==> src/rtl/led_chaser_seq_if.sv <==
// Control and LED-drive bundle between the chaser sequencer and its driver.
// Handshake: there is no ready path. run/mode/step/blank are level inputs that
// are sampled on every rising clock edge. tick is the valid strobe: it is high
// for exactly the one cycle in which switch presents a new value. enable is an
// unqualified registered level. dir_dbg exposes the ping-pong direction state
// (0 = up, 1 = down) so that checkers can observe it.
interface led_chaser_seq_if;
    logic       run;
    logic [1:0] mode;
    logic       step;
    logic       blank;
    logic [2:0] switch;
    logic [2:0] enable;
    logic       tick;
    logic       dir_dbg;

    modport master (
        output run, mode, step, blank,
        input  switch, enable, tick, dir_dbg
    );

    modport slave (
        input  run, mode, step, blank,
        output switch, enable, tick, dir_dbg
    );
endinterface

==> src/rtl/led_chaser_seq.sv <==
// Running-light / ping-pong sequencer feeding a registered 3-to-8 LED decoder.
// A prescaler paces the automatic steps while running. While paused, single-step
// requests advance the light instead. Blanking only changes the decoder enable
// code; stepping continues underneath it.
module led_chaser_seq #(
    parameter int DIV = 4
) (
    input logic            clk,
    input logic            rst,
    led_chaser_seq_if.slave bus
);
    localparam int         CW      = (DIV > 1) ? $clog2(DIV) : 1;
    localparam logic [CW-1:0] CNT_MAX = CW'(DIV - 1);
    localparam logic [2:0] EN_ON   = 3'd4;
    localparam logic [2:0] EN_OFF  = 3'd0;

    typedef enum logic [1:0] {
        MODE_UP   = 2'b00,
        MODE_DOWN = 2'b01,
        MODE_PING = 2'b10,
        MODE_HOLD = 2'b11
    } mode_e;

    typedef enum logic {
        DIR_UP   = 1'b0,
        DIR_DOWN = 1'b1
    } dir_e;

    logic [CW-1:0] cnt_q, cnt_d;
    logic [2:0]    switch_q, switch_d;
    logic [2:0]    enable_q, enable_d;
    logic          tick_q, tick_d;
    dir_e          dir_q, dir_d;
    logic          adv;
    mode_e         mode;

    assign mode = mode_e'(bus.mode);

    // Next-state: prescaler, advance decision, LED index / direction, enable code.
    always_comb begin
        cnt_d    = cnt_q;
        adv      = 1'b0;
        switch_d = switch_q;
        dir_d    = dir_q;
        tick_d   = 1'b0;
        enable_d = bus.blank ? EN_OFF : EN_ON;

        // A paused prescaler keeps its count, so resuming does not cause an extra step.
        if (bus.run) begin
            adv   = (cnt_q == CNT_MAX);
            cnt_d = (cnt_q == CNT_MAX) ? '0 : cnt_q + 1'b1;
        end else begin
            adv = bus.step;
        end

        if (adv) begin
            case (mode)
                MODE_UP: begin
                    switch_d = switch_q + 3'd1;
                    tick_d   = 1'b1;
                end
                MODE_DOWN: begin
                    switch_d = switch_q - 3'd1;
                    tick_d   = 1'b1;
                end
                MODE_PING: begin
                    tick_d = 1'b1;
                    // The end LEDs are shown for one step only: bounce immediately.
                    if (dir_q == DIR_UP) begin
                        if (switch_q == 3'd7) begin
                            switch_d = 3'd6;
                            dir_d    = DIR_DOWN;
                        end else begin
                            switch_d = switch_q + 3'd1;
                        end
                    end else begin
                        if (switch_q == 3'd0) begin
                            switch_d = 3'd1;
                            dir_d    = DIR_UP;
                        end else begin
                            switch_d = switch_q - 3'd1;
                        end
                    end
                end
                default: begin
                    switch_d = switch_q;
                    tick_d   = 1'b0;
                end
            endcase
        end
    end

    // Single state register: prescaler, direction FSM and all registered outputs.
    always_ff @(posedge clk or negedge rst) begin
        if (!rst) begin
            cnt_q    <= '0;
            switch_q <= 3'd0;
            enable_q <= EN_ON;
            tick_q   <= 1'b0;
            dir_q    <= DIR_UP;
        end else begin
            cnt_q    <= cnt_d;
            switch_q <= switch_d;
            enable_q <= enable_d;
            tick_q   <= tick_d;
            dir_q    <= dir_d;
        end
    end

    assign bus.switch  = switch_q;
    assign bus.enable  = enable_q;
    assign bus.tick    = tick_q;
    assign bus.dir_dbg = dir_q;
endmodule

==> src/flat_wrapper.sv <==
// flat-port wrapper written by rule: the top's interface ports become plain ports
module led_chaser_seq_flat 
#(
    parameter int DIV = 4
)
  (clk, rst, bus_run, bus_mode, bus_step, bus_blank, bus_switch, bus_enable, bus_tick, bus_dir_dbg);
  led_chaser_seq_if bus_i ();
  input logic clk;
  input logic rst;
  input wire logic [$bits(bus_i.run)-1:0] bus_run;
  input wire logic [$bits(bus_i.mode)-1:0] bus_mode;
  input wire logic [$bits(bus_i.step)-1:0] bus_step;
  input wire logic [$bits(bus_i.blank)-1:0] bus_blank;
  output wire logic [$bits(bus_i.switch)-1:0] bus_switch;
  output wire logic [$bits(bus_i.enable)-1:0] bus_enable;
  output wire logic [$bits(bus_i.tick)-1:0] bus_tick;
  output wire logic [$bits(bus_i.dir_dbg)-1:0] bus_dir_dbg;
  assign bus_i.run = bus_run;
  assign bus_i.mode = bus_mode;
  assign bus_i.step = bus_step;
  assign bus_i.blank = bus_blank;
  assign bus_switch = bus_i.switch;
  assign bus_enable = bus_i.enable;
  assign bus_tick = bus_i.tick;
  assign bus_dir_dbg = bus_i.dir_dbg;
  led_chaser_seq #(.DIV(DIV)) u_core (.clk(clk), .rst(rst), .bus(bus_i));
endmodule
==> config.mk <==
export PLATFORM = sky130hd
export DESIGN_NAME = led_chaser_seq_flat
export DESIGN_NICKNAME = d
export VERILOG_FILES = /design/src/rtl/led_chaser_seq_if.sv /design/src/rtl/led_chaser_seq.sv /design/src/flat_wrapper.sv
export SDC_FILE = /design/constraint.sdc
export NUM_CORES = 1
export LEC_CHECK = 0
export CAP_MARGIN = 20
export CORE_AREA = 2 2 39 41
export CTS_BUF_LIST = sky130_fd_sc_hd__clkbuf_16
export CTS_CLUSTER_SIZE = 24
export DETAILED_ROUTE_END_ITERATION = 7
export DIE_AREA = 0 0 41 43
export GPL_TIMING_DRIVEN = 0
export PLACE_DENSITY_LB_ADDON = 0.3
export SLEW_MARGIN = 25
export SYNTH_ARGS = -nofsm -noshare
export SYNTH_HDL_FRONTEND = slang
export SYNTH_SLANG_ARGS = --single-unit
==> constraint.sdc <==
create_clock -name clk -period 1.85 [get_ports clk]
set_clock_uncertainty 0.2 [all_clocks]
set_input_delay 0.4625 -clock clk [delete_from_list [all_inputs] [get_ports clk]]
set_output_delay 0.4625 -clock clk [all_outputs]
set_load 0.005 [all_outputs]
==> impl_metrics.py <==
metrics = {
    "placed_design": {
        "port_buffers": 12,
        "dpl.hpwl_um": 869.2,
        "gp_congestion": 0.8084,
    },
    "worst_setup_path": {
        "worstPathArrival_ps": 1160,
        "cp-start-kind": "flop",
        "crit_slowest_cell": "clkdlybuf4s50_1",
        "cpLargestDelayFamily": "buffers and inverters",
        "cp-end-kind": "output port",
        "max_stage_delay_ps": 510,
        "crit_chain": "clkdlybuf4s50_1",
        "worstPathMaxFanout": 7,
        "crit_buf_inv": 1,
        "criticalPathCategory": "reg2out",
        "cp.required_ps": 1190,
    },
    "synthesis": {
        "ys_ff_latch": 8,
        "ys_warn_count": 0,
        "syn_area_um2": 585.6,
        "synthMuxAreaShare": 0.05342,
        "synth_xor_area_frac": 0.01496,
        "synth_top_family_by_area": "adder cells",
        "synth-seq-area-share": 0.3440,
        "avgSynthCellArea_um2": 9.445,
        "synthAdderAreaFrac": 0.1923,
        "syn_inst": 62,
        "synth-simple-area-share": 0.1368,
        "ys_types": 27,
        "synth-compound-area-share": 0.1688,
    },
    "job": {
        "maxCapViolCount": 0,
    },
    "die": {
        "io_pins": 15,
        "dieArea_um2": 1763,
        "fp.dieW_um": 41,
        "core_area_um2": 1384,
        "initial_core_util": 0.4231,
        "fp-row-count": 14,
        "dieHeight_um": 43,
    },
    "routing": {
        "viasPerCell": 5.020,
        "wl_per_cell_um": 12.38,
        "vias": 507,
        "drc": 0,
        "finalWirelength_um": 1250,
        "ant_nets": 0,
        "wl_met2_um": 633,
        "top_layer_used": "met4",
        "dr.pass1.iters": 5,
        "drtIter0Drc": 7,
        "met1_length_um": 529,
        "wl_met3_um": 44,
    },
    "power_and_ir_drop": {
        "total_power_mw": 1.251,
        "power_density_nw_per_um2": 1399,
        "p_leak_nw": 0.4384,
        "vdd_drop_max_mv": 0.7221,
    },
    "sta": {
        "period_share": 0.9856,
        "fin_crit_ps": 1823,
        "holdWs_ps": 291.3,
        "slew_violations": 0,
        "setup_viol": 0,
        "fmax_mhz": 548.4,
        "finalHoldViolations": 0,
        "tns_ps": 0,
    },
    "cells_and_area": {
        "drive_above_1_share": 0.2353,
        "antenna_cells": 0,
        "fin_nets": 102,
        "final_cell_mix": "9 x inv_1, 8 x buf_4, 7 x ha_1, 7 x clkdlybuf4s50_1, 6 x o21ai_0",
        "final_common_cell": "inv_1",
        "syn_to_final_growth_pct": 52.78,
    },
    "run_status": {
        "status": "complete, no violations",
    },
    "global_route": {
        "grt_first_pass_wirelength_um": 1876,
        "first_global_vias": 460,
        "grt_start_max_net_pins": 11,
        "antenna_found_initial": 0,
        "overflow": 0,
        "gr-usage-all-layers": 0.1673,
    },
    "clocking": {
        "clk_pin_slew_ps": 40,
        "cts_sinks": 8,
        "clk_latency_ps": 240,
        "numCtsBuffers": 3,
        "cts-root-buf": "clkbuf_16",
        "cts_tree": "done",
        "cts.path.max_buffers": 2,
        "htree_levels": 1,
    },
    "min_path": {
        "hp-class": "reg2reg",
    },
}
## flip-flops by register name, summed over array words and instances, names as in the netlist
register / cells
u_core.bus.enable: 1
u_core.bus.switch: 3
u_core.bus.dir_dbg: 1
u_core.cnt_q: 2
u_core.bus.tick: 1
## final timing paths
check,slack [ps],to,depth (start not counted),startpoint
hold / removal,290,u_core.cnt_q[0],1,u_core.cnt_q[0]
setup reg to reg,60,u_core.bus.switch[2],6,u_core.bus.switch[0]
setup / recovery,30,bus_switch[2],1,u_core.bus.switch[2]
hold reg to reg,290,u_core.cnt_q[0],1,u_core.cnt_q[0]
max in group asynchronous,830,u_core.bus.enable[2],1,rst
min in group asynchronous,310,u_core.cnt_q[0],1,rst
## metrics by stage
step | utilization | worst slack [ps] | instances | cell area, µm²
6_report | 0.6465 | 26.65 | 101 | 894.6
2_1_floorplan | - | 94.69 | 63 | 589.3
3_3_place_gp | 0.5271 | -544.2 | 91 | 729.5
3_5_place_dp | 0.5271 | -557.4 | 91 | 729.5
5_1_grt | 0.6465 | -38.04 | 101 | 894.6
4_1_cts | 0.6058 | 1.784 | 97 | 838.3
## layout make-up
type                            instances  area, µm²
Buffer                                  2      15.01
Clock buffer                            3      75.07
Clock inverter                          1      3.754
Fill cell                             119      489.2
Inverter                                9      33.78
Multi-Input combinational cell         44      376.6
Sequential cell                         8      203.9
Tap cell                               16      20.02
Timing Repair Buffer                   18      166.4
## Yosys cell counts (all sizes together)
cell type / count / area [µm²]
a21boi: 1 / 7.510
nor2: 2 / 10.01
dfrtp: 7 / 175.2
mux2: 1 / 11.26
buf: 2 / 15.01
conb: 1 / 3.750
o22ai: 1 / 6.260
a21oi: 2 / 10.01
xor2: 1 / 8.760
or3b: 1 / 8.760
inv: 9 / 33.78
ha: 9 / 112.6
nand2: 3 / 11.26
a211o: 1 / 8.760
mux2i: 2 / 20.02
and2b: 1 / 7.510
nand2b: 2 / 12.51
or4b: 1 / 10.01
dfstp: 1 / 26.28
o41ai: 1 / 8.760
o21ai: 6 / 30.03
nand3b: 1 / 7.510
nand3: 1 / 5.000
a221oi: 1 / 8.760
or2b: 1 / 7.510
a31oi: 3 / 18.77
## cell families (layout without fill, tap and decap cells)
kind of cell	after synthesis	count (layout)
fa+ha+maj	9	9
xor+xnor	1	1
mux	3	3
flops	8	8
other cells	1	2
compound gates	16	16
buf+inv	11	33
simple gates	13	13
## power by group
group          internal (mW)  switching [mW]
combinational          0.326           0.252
sequential             0.240          0.0639
clock                  0.282          0.0883
total                  0.847           0.404
## routing by layer
metal,track usage,vias to the layer above
met2,0.2375,11
met1,0.1960,236
li1,-,256
met3,0.04712,4
met4,0.1400,0
met5,0,-
## what timing repair did
| action | CTS | global route |
|---|---|---|
| hold buffers | 0 | 0 |
| pin swaps | 1 | 1 |
| setup endpoints to repair | 8 | 6 |
| setup buffers | 2 | 4 |
| resized for setup | 7 | 6 |
(Power assumes the default switching activity.)
